## config.mk

```make
export PLATFORM = sky130hd
export DESIGN_NAME = dot_prod_sink
export DESIGN_NICKNAME = d
export VERILOG_FILES = /design/src/rtl/dot_prod_pkg.sv /design/src/rtl/dot_prod_sink_iq_mag.sv /design/src/rtl/dot_prod_sink.sv
export SDC_FILE = /design/constraint.sdc
export NUM_CORES = 1
export LEC_CHECK = 0
export ABC_AREA = 1
export BUFFER_PORTS_ARGS = -buffer_cell sky130_fd_sc_hd__clkbuf_2
export CAP_MARGIN = 40
export CORE_MARGIN = 4
export CORE_UTILIZATION = 62
export DETAILED_ROUTE_END_ITERATION = 7
export PLACE_DENSITY_LB_ADDON = 0.08
export SYNTH_ARGS = -nofsm -noshare
export SYNTH_HDL_FRONTEND = slang
export SYNTH_SLANG_ARGS = --single-unit
```

## constraint.sdc

```tcl
create_clock -name clk -period 11.4 [get_ports clk]
set_input_delay 1.71 -clock clk [delete_from_list [all_inputs] [get_ports clk]]
set_output_delay 1.71 -clock clk [all_outputs]
set_load 0.03 [all_outputs]
```

## src/rtl/dot_prod_pkg.sv

```systemverilog
// Shared types and width helpers for the dot-product peak sink.
// Magnitude mode is selected by DOT_PROD_SINK_SQUARED_MAG_EN (abs mode when undefined).
package dot_prod_pkg;

    typedef enum logic {
        ACCUM = 1'b0,
        DONE  = 1'b1
    } state_t;

    localparam int DEFAULT_SUM_W = 16;

`ifdef DOT_PROD_SINK_SQUARED_MAG_EN
    localparam bit SQUARED_MAG = 1'b1;
`else
    localparam bit SQUARED_MAG = 1'b0;
`endif

    function automatic int max_w(input int a, input int b);
        return (a > b) ? a : b;
    endfunction

    // Abs mode: |i|+|q| reaches 2^W, needing W+1 bits; squared needs 2W+1.
    function automatic int mag_bits(input int wi, input int wq, input bit squared);
        return squared ? (2 * max_w(wi, wq) + 1) : (max_w(wi, wq) + 1);
    endfunction

endpackage

```

## src/rtl/dot_prod_sink_iq_mag.sv

```systemverilog
// Combinational I/Q magnitude: |i|+|q| by default, i*i+q*q when
// DOT_PROD_SINK_SQUARED_MAG_EN is defined.
module iq_mag
    import dot_prod_pkg::*;
#(
    parameter int I_W   = DEFAULT_SUM_W,
    parameter int Q_W   = DEFAULT_SUM_W,
    parameter int MAG_W = mag_bits(DEFAULT_SUM_W, DEFAULT_SUM_W, SQUARED_MAG)
) (
    input  logic signed [I_W-1:0]   i,
    input  logic signed [Q_W-1:0]   q,
    output logic        [MAG_W-1:0] mag
);

    localparam int W  = max_w(I_W, Q_W);
    localparam int EW = W + 1;

    // One guard bit so the most-negative input negates without wrapping.
    logic signed [EW-1:0] i_ext;
    logic signed [EW-1:0] q_ext;

    assign i_ext = EW'(i);
    assign q_ext = EW'(q);

`ifdef DOT_PROD_SINK_SQUARED_MAG_EN
    localparam int SW = 2 * W + 2;

    logic signed [SW-1:0] i_sq;
    logic signed [SW-1:0] q_sq;

    always_comb begin
        i_sq = SW'(i_ext) * SW'(i_ext);
        q_sq = SW'(q_ext) * SW'(q_ext);
        mag  = MAG_W'($unsigned(i_sq + q_sq));
    end
`else
    logic [EW-1:0] i_abs;
    logic [EW-1:0] q_abs;

    always_comb begin
        i_abs = i_ext[EW-1] ? $unsigned(-i_ext) : $unsigned(i_ext);
        q_abs = q_ext[EW-1] ? $unsigned(-q_ext) : $unsigned(q_ext);
        mag   = MAG_W'(i_abs) + MAG_W'(q_abs);
    end
`endif

endmodule

```

## src/rtl/dot_prod_sink.sv

```systemverilog
// Frame peak finder: tracks the largest I/Q magnitude over LENGTH products and
// presents it with its index. Squared magnitude via DOT_PROD_SINK_SQUARED_MAG_EN.
//
//   state | meaning
//   ACCUM | accepting products, updating running peak
//   DONE  | holding peak result until downstream handshake
module dot_prod_sink
    import dot_prod_pkg::*;
#(
    parameter  int SUM_I_SIZE = 16,
    parameter  int SUM_Q_SIZE = 16,
    parameter  int LENGTH     = 1024,
    parameter  int INDEX_BITS = 10,
    localparam int MAG_BITS   = mag_bits(SUM_I_SIZE, SUM_Q_SIZE, SQUARED_MAG)
) (
    input  logic                         clk,
    input  logic                         reset_n,
    input  logic                         s_axis_product_tvalid,
    output logic                         m_axis_product_tready,
    input  logic signed [SUM_I_SIZE-1:0] i,
    input  logic signed [SUM_Q_SIZE-1:0] q,
    output logic                         s_axis_peak_tvalid,
    input  logic                         m_axis_peak_tready,
    output logic        [MAG_BITS-1:0]   peak_mag,
    output logic        [INDEX_BITS-1:0] peak_index
);

    localparam logic [INDEX_BITS-1:0] LAST_IDX = INDEX_BITS'(LENGTH - 1);

    state_t                  state;
    state_t                  state_nxt;
    logic [INDEX_BITS-1:0]   cnt;
    logic [MAG_BITS-1:0]     mag;
    logic                    accept;
    logic                    last_accept;
    logic                    peak_hs;
    logic                    take;

    iq_mag #(
        .I_W   (SUM_I_SIZE),
        .Q_W   (SUM_Q_SIZE),
        .MAG_W (MAG_BITS)
    ) u_iq_mag (
        .i   (i),
        .q   (q),
        .mag (mag)
    );

    assign accept      = s_axis_product_tvalid && m_axis_product_tready;
    assign last_accept = accept && (cnt == LAST_IDX);
    assign peak_hs     = s_axis_peak_tvalid && m_axis_peak_tready;
    // Strict compare keeps the earliest index on ties.
    assign take        = accept && ((cnt == '0) || (mag > peak_mag));

    always_ff @(posedge clk) begin
        if (!reset_n) begin
            state <= ACCUM;
        end else begin
            state <= state_nxt;
        end
    end

    always_comb begin
        state_nxt = state;
        case (state)
            ACCUM:   if (last_accept) state_nxt = DONE;
            DONE:    if (peak_hs)     state_nxt = ACCUM;
            default: state_nxt = ACCUM;
        endcase
    end

    always_comb begin
        m_axis_product_tready = (state == ACCUM);
        s_axis_peak_tvalid    = (state == DONE);
    end

    always_ff @(posedge clk) begin
        if (!reset_n) begin
            cnt        <= '0;
            peak_mag   <= '0;
            peak_index <= '0;
        end else if (peak_hs) begin
            cnt        <= '0;
            peak_mag   <= '0;
            peak_index <= '0;
        end else if (accept) begin
            cnt <= cnt + 1'b1;
            if (take) begin
                peak_mag   <= mag;
                peak_index <= cnt;
            end
        end
    end

endmodule

```

==> out/summary.txt, run 1 <==
top cell type's share of synthesized area: 0.209
CP max FO: 51
antenna violations before repair: 0
Most common cell on crit path: nand2_1
Startpoint Class: primary input
placed insts: 701
Setup crit start: q[0]
GR Util met3: 0.0373
crit path capture type: register
number of buffers created by CTS: 5
met2 usage: 0.394
Max stage delay on crit path: 0.39 ns
share of layout cells above drive strength 1: 0.138
total power: 0.622 mW
syn_area_per_cell: 6.29 um2
part of the cycle the worst path needs: 0.498
most common library cells after synthesis: nand2_1 (141), inv_1 (84), nor2_1 (66)
Post-Synthesis Cells: 579
Clock Skew: 0.00772 ns
Cell variety after synth: 36
sequential fraction of the synthesis area: 0.209
post-route design area: 4070 um2
Die Area: 7170 um2
PD cells: 153 nW/um2
top cell type by total area after synthesis: dfxtp_1
I/O pins: 65
post-cts resize count: 0
CTS tree: yes
worst rel slew slack: 0.618
Max Freq: 176 MHz
Synth Net Count: 653
P&R area growth vs syn: 11.8%
row count: 27
RSZ-0062 raised after global routing: false
Setup Buffers After CTS: 0
Max-Cap Viols: 0
#FFs+latches synth: 38
min Tclk post-route: 5.67 ns
FFs w/ async S/R, synth: 0
WS Path Type: in -> reg
Crit-path slowest cell: nand2_4
Critical Path AT: 5.86 ns
Post-Layout Cell Count: 709
final core utilization: 0.726
R2R Path End: cnt[9]$_SDFFE_PP0P_
PnR worst setup slack: 5.73 ns
top_reg_cell synth: dfxtp_1
ranking of synthesized cells by area: dfxtp_1 (21%), nand2_1 (15%), ha_1 (13%)
switch share: 0.474
GP Congestion: 0.907
n_diodes: 0
gr usage total: 0.241
largest net degree at the start of global routing: 57
Routed WL per cell: 12.2 um
count leader, synth: nand2_1
Layout Nets: 710
synthesized area: 3640 um2
yosys warns: 0
Leak: 2.16 nW
Num Clock Sinks: 38
IO Port Bufs: 64
vias per cell: 5.26
r2r setup slk: 9.10 ns
status: complete, no violations
Critical Path RT: 11.59 ns
Clock Tree Root: clkbuf_8
worst reg2reg startpoint: s_axis_peak_tvalid$_SDFF_PN0_
final setup TNS: 0 ns
vias: 3731
count of final setup violators: 0
First DRT Iteration DRCs: 272
Hold WS: 0.490 ns
EDFF count, synth: 0
die height: 84.7 um
Clock Power Share: 0.157
Internal Power: 0.328 mW
DP HPWL: 6800 um
fin. max-slew vios: 0
combinational share of power: 0.571
vias in the first global route: 3399
Seq pwr share: 0.272
first-pass GRT wire length: 14800 um
worst vdd ir: 0.139 mV
hold_buf cts: 0
Hold Fails Final Rpt: 0
global route hottest layer: met2
grt met1 use: 0.342
Least-Margin Pin Slew: 0.573 ns
worst r2r path cells: 9
core area: 5610 um2
sw power: 0.295 mW
die width: 84.7 um
# DRC: 0
clock slew at reported path FFs: 0.08 ns
drt first pass iters: 5
Placed Area: 3980 um2
Clock Latency Late Sink: 0.29 ns
starting density of the core: 0.650
worst min-delay path category: reg -> reg
post-route ant nets: 0
pre-CTS WS: 5.47 ns
Clock Path Buffers: 2
CP endpoint: peak_mag[1]$_SDFFE_PP0P_
htree depth: 2
drt total wl: 8620 um
total grt overflow: 0
[cell type report]
class | instances | area [um2]
sequential | 38 | 761
clock inverter | 2 | 12.5
multi-input combinational | 440 | 2470
tap | 72 | 90.1
inverter | 85 | 319
clock buffer | 6 | 82.6
timing repair buffer | 66 | 335
fill | 503 | 1530
[layer usage]
layer  vias up  wire length (um)
li1       1973                 -
met1      1657              4250
met2        90              3860
met3        11               431
met4         0                88
met5         -                 0
[worst min path at each step]
stage	startpoint	end	slack, ns	cells past startpoint
final	peak_index[6]$_SDFFE_PP0P_	peak_index[6]$_SDFFE_PP0P_	0.49	2
after detailed placement	peak_index[8]$_SDFFE_PP0P_	peak_index[8]$_SDFFE_PP0P_	0.47	2
after global routing	peak_index[8]$_SDFFE_PP0P_	peak_index[8]$_SDFFE_PP0P_	0.50	2
after floorplan	cnt[3]$_SDFFE_PP0P_	cnt[3]$_SDFFE_PP0P_	0.46	1
after global placement	peak_index[2]$_SDFFE_PP0P_	peak_index[2]$_SDFFE_PP0P_	0.46	2
after CTS	peak_index[8]$_SDFFE_PP0P_	peak_index[8]$_SDFFE_PP0P_	0.49	2
[flip-flops by register name (all words and copies together) (netlist names)]
signal / cells
cnt: 10
s_axis_peak_tvalid: 1
peak_index: 10
peak_mag: 17
[power groups by stage]
stage / Sequential (mW) / Combinational (mW) / Clock [mW]
global placement: 0.171 / 0.344 / 0
CTS: 0.169 / 0.356 / 0.0994
global route: 0.172 / 0.410 / 0.106
detailed placement: 0.172 / 0.354 / 0
floorplan: 0.209 / 0.248 / 0
finish: 0.169 / 0.355 / 0.0976
[kinds of logic after synthesis]
logic type	Yosys count	share of synthesized area
xor gates and xnor gates	32	0.0769
AOI/OAI and AO/OA	79	0.112
DFF	38	0.209
and+or+nand+nor	291	0.355
adders and majority gates	38	0.133
buffers and inverters	101	0.115
[cells in the final DEF, fill, tap and decap left out, types with 12 or more instances in the layout]
cell / netlist / final
nand3b_1: 12 / 12
a21oi_1: 55 / 54
xor2_1: 22 / 22
o21ai_0: 18 / 18
nor2_1: 66 / 65
inv_1: 84 / 84
clkbuf_2: 0 / 64
dfxtp_1: 38 / 38
ha_1: 37 / 37
nand3_1: 38 / 38
nand2_1: 141 / 141
[critical path, delay by kind of cell]
kind / cells / cell delay (ns)
AOI/OAI and AO/OA: 5 / 1.03
adders and majority gates: 3 / 0.79
and+or+nand+nor: 13 / 1.65
xor gates and xnor gates: 1 / 0.18
buffers and inverters: 6 / 0.46
(Power assumes the default switching activity.)
==> inputs of run 2 (changes only) <==
--- a/config.mk
+++ b/config.mk
@@ -9,7 +9,7 @@
 export BUFFER_PORTS_ARGS = -buffer_cell sky130_fd_sc_hd__clkbuf_2
 export CAP_MARGIN = 40
 export CORE_MARGIN = 4
-export CORE_UTILIZATION = 62
+export CORE_UTILIZATION = 57
 export DETAILED_ROUTE_END_ITERATION = 7
 export PLACE_DENSITY_LB_ADDON = 0.08
 export SYNTH_ARGS = -nofsm -noshare
==> constraint.sdc (replaced) <==
create_clock -name clk -period 5.8 [get_ports clk]
set_input_delay 0.87 -clock clk [delete_from_list [all_inputs] [get_ports clk]]
set_output_delay 0.87 -clock clk [all_outputs]
set_load 0.03 [all_outputs]
==> out/summary.txt, run 2 (synthesized netlist as in run 1, its figures left out) <==
hold_buf cts: 0 (unchanged)
Startpoint Class: primary input (unchanged)
htree depth: 2 (unchanged)
Hold WS: 0.485 ns (was 0.490 ns)
fin. max-slew vios: 0 (unchanged)
CTS tree: yes (unchanged)
Max Freq: 209 MHz
post-route ant nets: 0 (unchanged)
Crit path max-delay family: simple AND/OR/NAND/NOR gates (unchanged)
worst rel slew slack: 0.624 (was 0.618)
PD cells: 300 nW/um2 (was 153 nW/um2)
placed insts: 704 (was 701)
First DRT Iteration DRCs: 260 (was 272)
Post-Layout Cell Count: 712 (was 709)
buffers and inverters on the worst path: 6 (unchanged)
row count: 28 (was 27)
I/O pins: 65 (unchanged)
register area: 761 um2 (unchanged)
Num Clock Sinks: 38 (unchanged)
worst vdd ir: 0.250 mV (was 0.139 mV)
Hold Fails Final Rpt: 0 (unchanged)
count of final setup violators: 0 (unchanged)
most frequent cells in the layout: nand2_1 (141), inv_1 (84), nor2_1 (65) (unchanged)
Max-Cap Viols: 0 (unchanged)
final setup TNS: 0 ns (unchanged)
min Tclk post-route: 4.78 ns
crit path capture type: register (unchanged)
Crit-path slowest cell: nand2_4 (unchanged)
number of buffers created by CTS: 5 (unchanged)
Clock Latency Late Sink: 0.30 ns (was 0.29 ns)
share of layout cells above drive strength 1: 0.137 (was 0.138)
Die Area: 7740 um2 (was 7170 um2)
IO Port Bufs: 64 (unchanged)
max reg flops: 17 (unchanged)
Most common cell on crit path: nand2_1 (unchanged)
Critical Path AT: 5.01 ns (was 5.86 ns)
largest reg by FF count: peak_mag (unchanged)
Clock Skew: 0.00708 ns (was 0.00772 ns)
vias in the first global route: 3271 (was 3399)
first-pass GRT wire length: 14400 um (was 14800 um)
Clock Path Buffers: 2 (unchanged)
post-cts resize count: 0 (unchanged)
Multi-input gate area: 2470 um2 (unchanged)
GP Congestion: 0.852 (was 0.907)
status: complete, no violations (unchanged)
die height: 88.0 um (was 84.7 um)
most common cell after layout, fill and taps aside: nand2_1 (unchanged)
vias per cell: 5.23 (was 5.26)
clock slew at reported path FFs: 0.08 ns (about the same)
die width: 88.0 um (was 84.7 um)
Clock Tree Root: clkbuf_8 (unchanged)
# DRC: 0 (unchanged)
gr usage total: 0.229 (was 0.241)
P&R area growth vs syn: 11.8% (unchanged)
Least-Margin Pin Slew: 0.564 ns (was 0.573 ns)
n_diodes: 0 (unchanged)
Max stage delay on crit path: 0.40 ns (was 0.39 ns)
vias: 3723 (was 3731)
DP HPWL: 6640 um (was 6800 um)
antenna violations before repair: 0 (unchanged)
total grt overflow: 0 (unchanged)
Layout Nets: 710 (unchanged)
Setup Buffers After CTS: 0 (unchanged)
Critical Path RT: 6.03 ns (was 11.59 ns)
RSZ-0062 raised after global routing: false (unchanged)
WS Path Type: in -> reg (unchanged)
core area: 6060 um2 (was 5610 um2)
Fillers: 591 (was 503)
Leak: 2.16 nW (about the same)
drt total wl: 8500 um (was 8620 um)
drt first pass iters: 5 (unchanged)
Largest regs: peak_mag: 17 flops, cnt: 10 flops, peak_index: 10 flops (unchanged)
part of the cycle the worst path needs: 0.823
worst min-delay path category: reg -> reg (unchanged)
Routed WL per cell: 11.9 um (was 12.2 um)
CP max FO: 51 (unchanged)
largest net degree at the start of global routing: 57 (unchanged)
starting density of the core: 0.601 (was 0.650)
run 2: metal layers:
metal | part of all wire | track usage
met1 | 0.51 | 0.336
met3 | 0.055 | 0.0301
met2 | 0.42 | 0.348
met5 | 0 | 0
met4 | 0.015 | 0.0711
run 2: worst paths after layout:
path	startpoint	end	slack (ns)	cells after the start
hold / removal	peak_index[9]$_SDFFE_PP0P_	peak_index[9]$_SDFFE_PP0P_	0.49	2
setup / recovery	q[0]	peak_index[1]$_SDFFE_PP0P_	1.02	29
hold reg to reg	peak_index[9]$_SDFFE_PP0P_	peak_index[9]$_SDFFE_PP0P_	0.49	2
setup reg to reg	peak_mag[16]$_SDFFE_PP0P_	peak_index[1]$_SDFFE_PP0P_	3.59	14
run 2: tightest hold or removal path, cell delays in order, from the launching register on:
cell and delay, ns:
dfxtp_1 0.33, a21oi_1 0.04, nor2_1 0.08
run 2: cell type report:
class                           count  area share
Clock buffer                        7      0.0212
Clock inverter                      1     0.00123
Timing Repair Buffer               66      0.0823
Multi-Input combinational cell    440       0.607
Tap cell                           75      0.0230
Sequential cell                    38       0.187
Inverter                           85      0.0783
run 2: stage by stage:
stage / total power [mW] / instance area (um2) / util / setup slack [ns]
finish: 1.22 / 4070 / 0.672 / 1.02
global route: 1.35 / 4070 / 0.672 / 0.428
CTS: 1.23 / 4070 / 0.672 / 1.01
detailed placement: 1.03 / 3980 / 0.657 / 0.713
global placement: 1.01 / 3980 / 0.657 / 0.842
floorplan: 0.898 / 3640 / - / 1.64
run 2: power breakdown:
group	switching [mW]	total [mW]	leakage (nW)	internal [mW]
clock	0.0959	0.192	0.0482	0.0959
combinational	0.451	0.696	1.80	0.245
sequential	0.0300	0.332	0.313	0.302
total	0.577	1.22	2.16	0.643
==> inputs of run 3 (changes only) <==
--- a/config.mk
+++ b/config.mk
@@ -9,7 +9,7 @@
 export BUFFER_PORTS_ARGS = -buffer_cell sky130_fd_sc_hd__clkbuf_2
 export CAP_MARGIN = 40
 export CORE_MARGIN = 4
-export CORE_UTILIZATION = 57
+export CORE_UTILIZATION = 52
 export DETAILED_ROUTE_END_ITERATION = 7
 export PLACE_DENSITY_LB_ADDON = 0.08
 export SYNTH_ARGS = -nofsm -noshare
==> constraint.sdc (replaced) <==
create_clock -name clk -period 3.85 [get_ports clk]
set_input_delay 0.5775 -clock clk [delete_from_list [all_inputs] [get_ports clk]]
set_output_delay 0.5775 -clock clk [all_outputs]
set_load 0.03 [all_outputs]
==> out/summary.txt, run 3 (synthesized netlist as in run 1, its figures left out) <==
Clock Path Buffers: 2 (unchanged)
number of buffers created by CTS: 5 (unchanged)
max reg flops: 17 (unchanged)
antenna violations before repair: 0 (unchanged)
Least-Margin Pin Slew: 0.931 ns (was 0.564 ns)
post-route ant nets: 0 (unchanged)
htree depth: 2 (unchanged)
share of layout cells above drive strength 1: 0.423 (was 0.137)
# DRC: 0 (unchanged)
count of final setup violators: 27 (was 0)
Crit-path slowest cell: ha_2 (was nand2_4)
Layout Nets: 818 (was 710)
fin. max-slew vios: 0 (unchanged)
starting density of the core: 0.536 (was 0.601)
Num Clock Sinks: 38 (unchanged)
Startpoint Class: primary input (unchanged)
crit path capture type: register (unchanged)
Most common cell on crit path: nand2_1 (unchanged)
part of the cycle the worst path needs: 1.11
n_diodes: 0 (unchanged)
worst min-delay path category: reg -> reg (unchanged)
final core utilization: 0.871 (was 0.672)
register area: 761 um2 (unchanged)
Setup crit start: q[0] (unchanged)
vias in the first global route: 4116 (was 3271)
Clock Tree Root: clkbuf_8 (unchanged)
worst r2r path cells: 11 (was 14)
Max-Cap Viols: 0 (unchanged)
drt first pass iters: 6 (was 5)
die height: 91.7 um (was 88.0 um)
vias per cell: 5.47 (was 5.23)
IO Port Bufs: 64 (unchanged)
first-pass GRT wire length: 18300 um (was 14400 um)
CTS tree: yes (unchanged)
Clock Skew: 0.0115 ns (was 0.00708 ns)
largest reg by FF count: peak_mag (unchanged)
failing checks: negative setup slack
Critical Path AT: 4.47 ns (was 5.01 ns)
Leak: 2.92 nW (was 2.16 nW)
worst reg2reg startpoint: peak_mag[8]$_SDFFE_PP0P_ (was peak_mag[16]$_SDFFE_PP0P_)
final setup TNS: -9.39 ns (was 0 ns)
Max stage delay on crit path: 0.37 ns (was 0.40 ns)
Multi-input gate area: 3220 um2 (was 2470 um2)
Fillers: 358 (was 591)
total power: 2.84 mW (was 1.22 mW)
DP HPWL: 7540 um (was 6640 um)
worst vdd ir: 0.383 mV (was 0.250 mV)
Die Area: 8410 um2 (was 7740 um2)
vias: 4598 (was 3723)
largest net degree at the start of global routing: 56 (was 57)
P&R area growth vs syn: 62.3% (was 11.8%)
PnR worst setup slack: -0.416 ns (was 1.02 ns)
hold_buf cts: 0 (unchanged)
core area: 6790 um2 (was 6060 um2)
Routed WL per cell: 16.4 um (was 11.9 um)
gr usage total: 0.262 (was 0.229)
Hold Fails Final Rpt: 0 (unchanged)
Largest regs: peak_mag: 17 flops, cnt: 10 flops, peak_index: 10 flops (unchanged)
Critical Path RT: 4.05 ns (was 6.03 ns)
status: finished, violations left (was complete, no violations)
I/O pins: 65 (unchanged)
Clock Latency Late Sink: 0.31 ns (was 0.30 ns)
HP Start: peak_index[8]$_SDFFE_PP0P_ (was peak_index[9]$_SDFFE_PP0P_)
PD cells: 481 nW/um2 (was 300 nW/um2)
min Tclk post-route: 4.27 ns
die width: 91.7 um (was 88.0 um)
total grt overflow: 0 (unchanged)
clock slew at reported path FFs: 0.09 ns (was 0.08 ns)
CP endpoint: peak_mag[9]$_SDFFE_PP0P_ (was peak_index[1]$_SDFFE_PP0P_)
most frequent cells in the layout: nand2_1 (109), buf_4 (94), inv_1 (72) (was nand2_1 (141), inv_1 (84), nor2_1 (65))
drt total wl: 13800 um (was 8500 um)
r2r setup slk: 1.71 ns (was 3.59 ns)
worst rel slew slack: 0.379 (was 0.624)
First DRT Iteration DRCs: 394 (was 260)
most common cell after layout, fill and taps aside: nand2_1 (unchanged)
row count: 30 (was 28)
R2R Path End: peak_mag[9]$_SDFFE_PP0P_ (was peak_index[1]$_SDFFE_PP0P_)
RSZ-0062 raised after global routing: true (was false)
Max Freq: 234 MHz
GP Congestion: 0.862 (was 0.852)
CP max FO: 9 (was 51)
hold path cells: 2 (unchanged)
WS Path Type: in -> reg (unchanged)
-- run 3: cell types whose count changed in the layout (fill, tap and decap cells not counted), sizes merged --
cell,before,now
bufinv,0,2
clkbuf,71,69
nand2,143,144
buf,2,109
-- run 3: metrics by stage --
stage                     setup slack [ns]  hold slack, ns  instance area [um2]  std cells
after detailed placement            -0.594           0.472                 4590        798
after floorplan                     0.0507           0.462                 3640        579
after global placement              -0.472           0.462                 4590        798
after CTS                          0.00294           0.492                 5290        830
after global routing                -0.629           0.520                 5910        841
final                               -0.416           0.489                 5910        841
-- run 3: where the power goes --
part,total [mW],switching [mW],internal (mW)
sequential,0.507,0.0518,0.455
combinational,1.91,1.05,0.862
clock,0.427,0.167,0.260
-- run 3: worst min path at each step --
stage	endpoint	slack, ns
floorplan	cnt[3]$_SDFFE_PP0P_	0.46
global placement	peak_index[7]$_SDFFE_PP0P_	0.46
detailed placement	peak_index[7]$_SDFFE_PP0P_	0.47
CTS	peak_index[7]$_SDFFE_PP0P_	0.49
global route	peak_index[9]$_SDFFE_PP0P_	0.52
finish	peak_index[8]$_SDFFE_PP0P_	0.49
-- run 3: timing repair --
| item | CTS | global route |
|---|---|---|
| gates resized for setup | 87 | 106 |
| pin swaps | 12 | 55 |
| setup endpoints to repair | 27 | 27 |
| buffers inserted | 22 | 8 |
| cloned | 2 | 4 |
-- run 3: critical path, delay by kind of cell --
family	cells	cell delay [ns]
simple gates	14	1.66
compound gates	4	0.70
fa+ha+maj	2	0.61
buf+inv	4	0.49
xor+xnor	2	0.42
-- run 3: layout make-up --
cell class                      count  share of cell area
Sequential cell                    38               0.129
Clock buffer                        5              0.0116
Multi-Input combinational cell    441               0.545
Timing Repair Buffer              173               0.226
Clock inverter                      3              0.0116
Inverter                           85              0.0573
Tap cell                           96              0.0203
-- run 3: metal layers --
layer  track usage  vias up  routed length, um
met5             0        -                  0
met3        0.0525       47                858
li1              -     2193                  -
met4        0.0606        0                454
met2         0.442      203               6810
met1         0.345     2155               5640
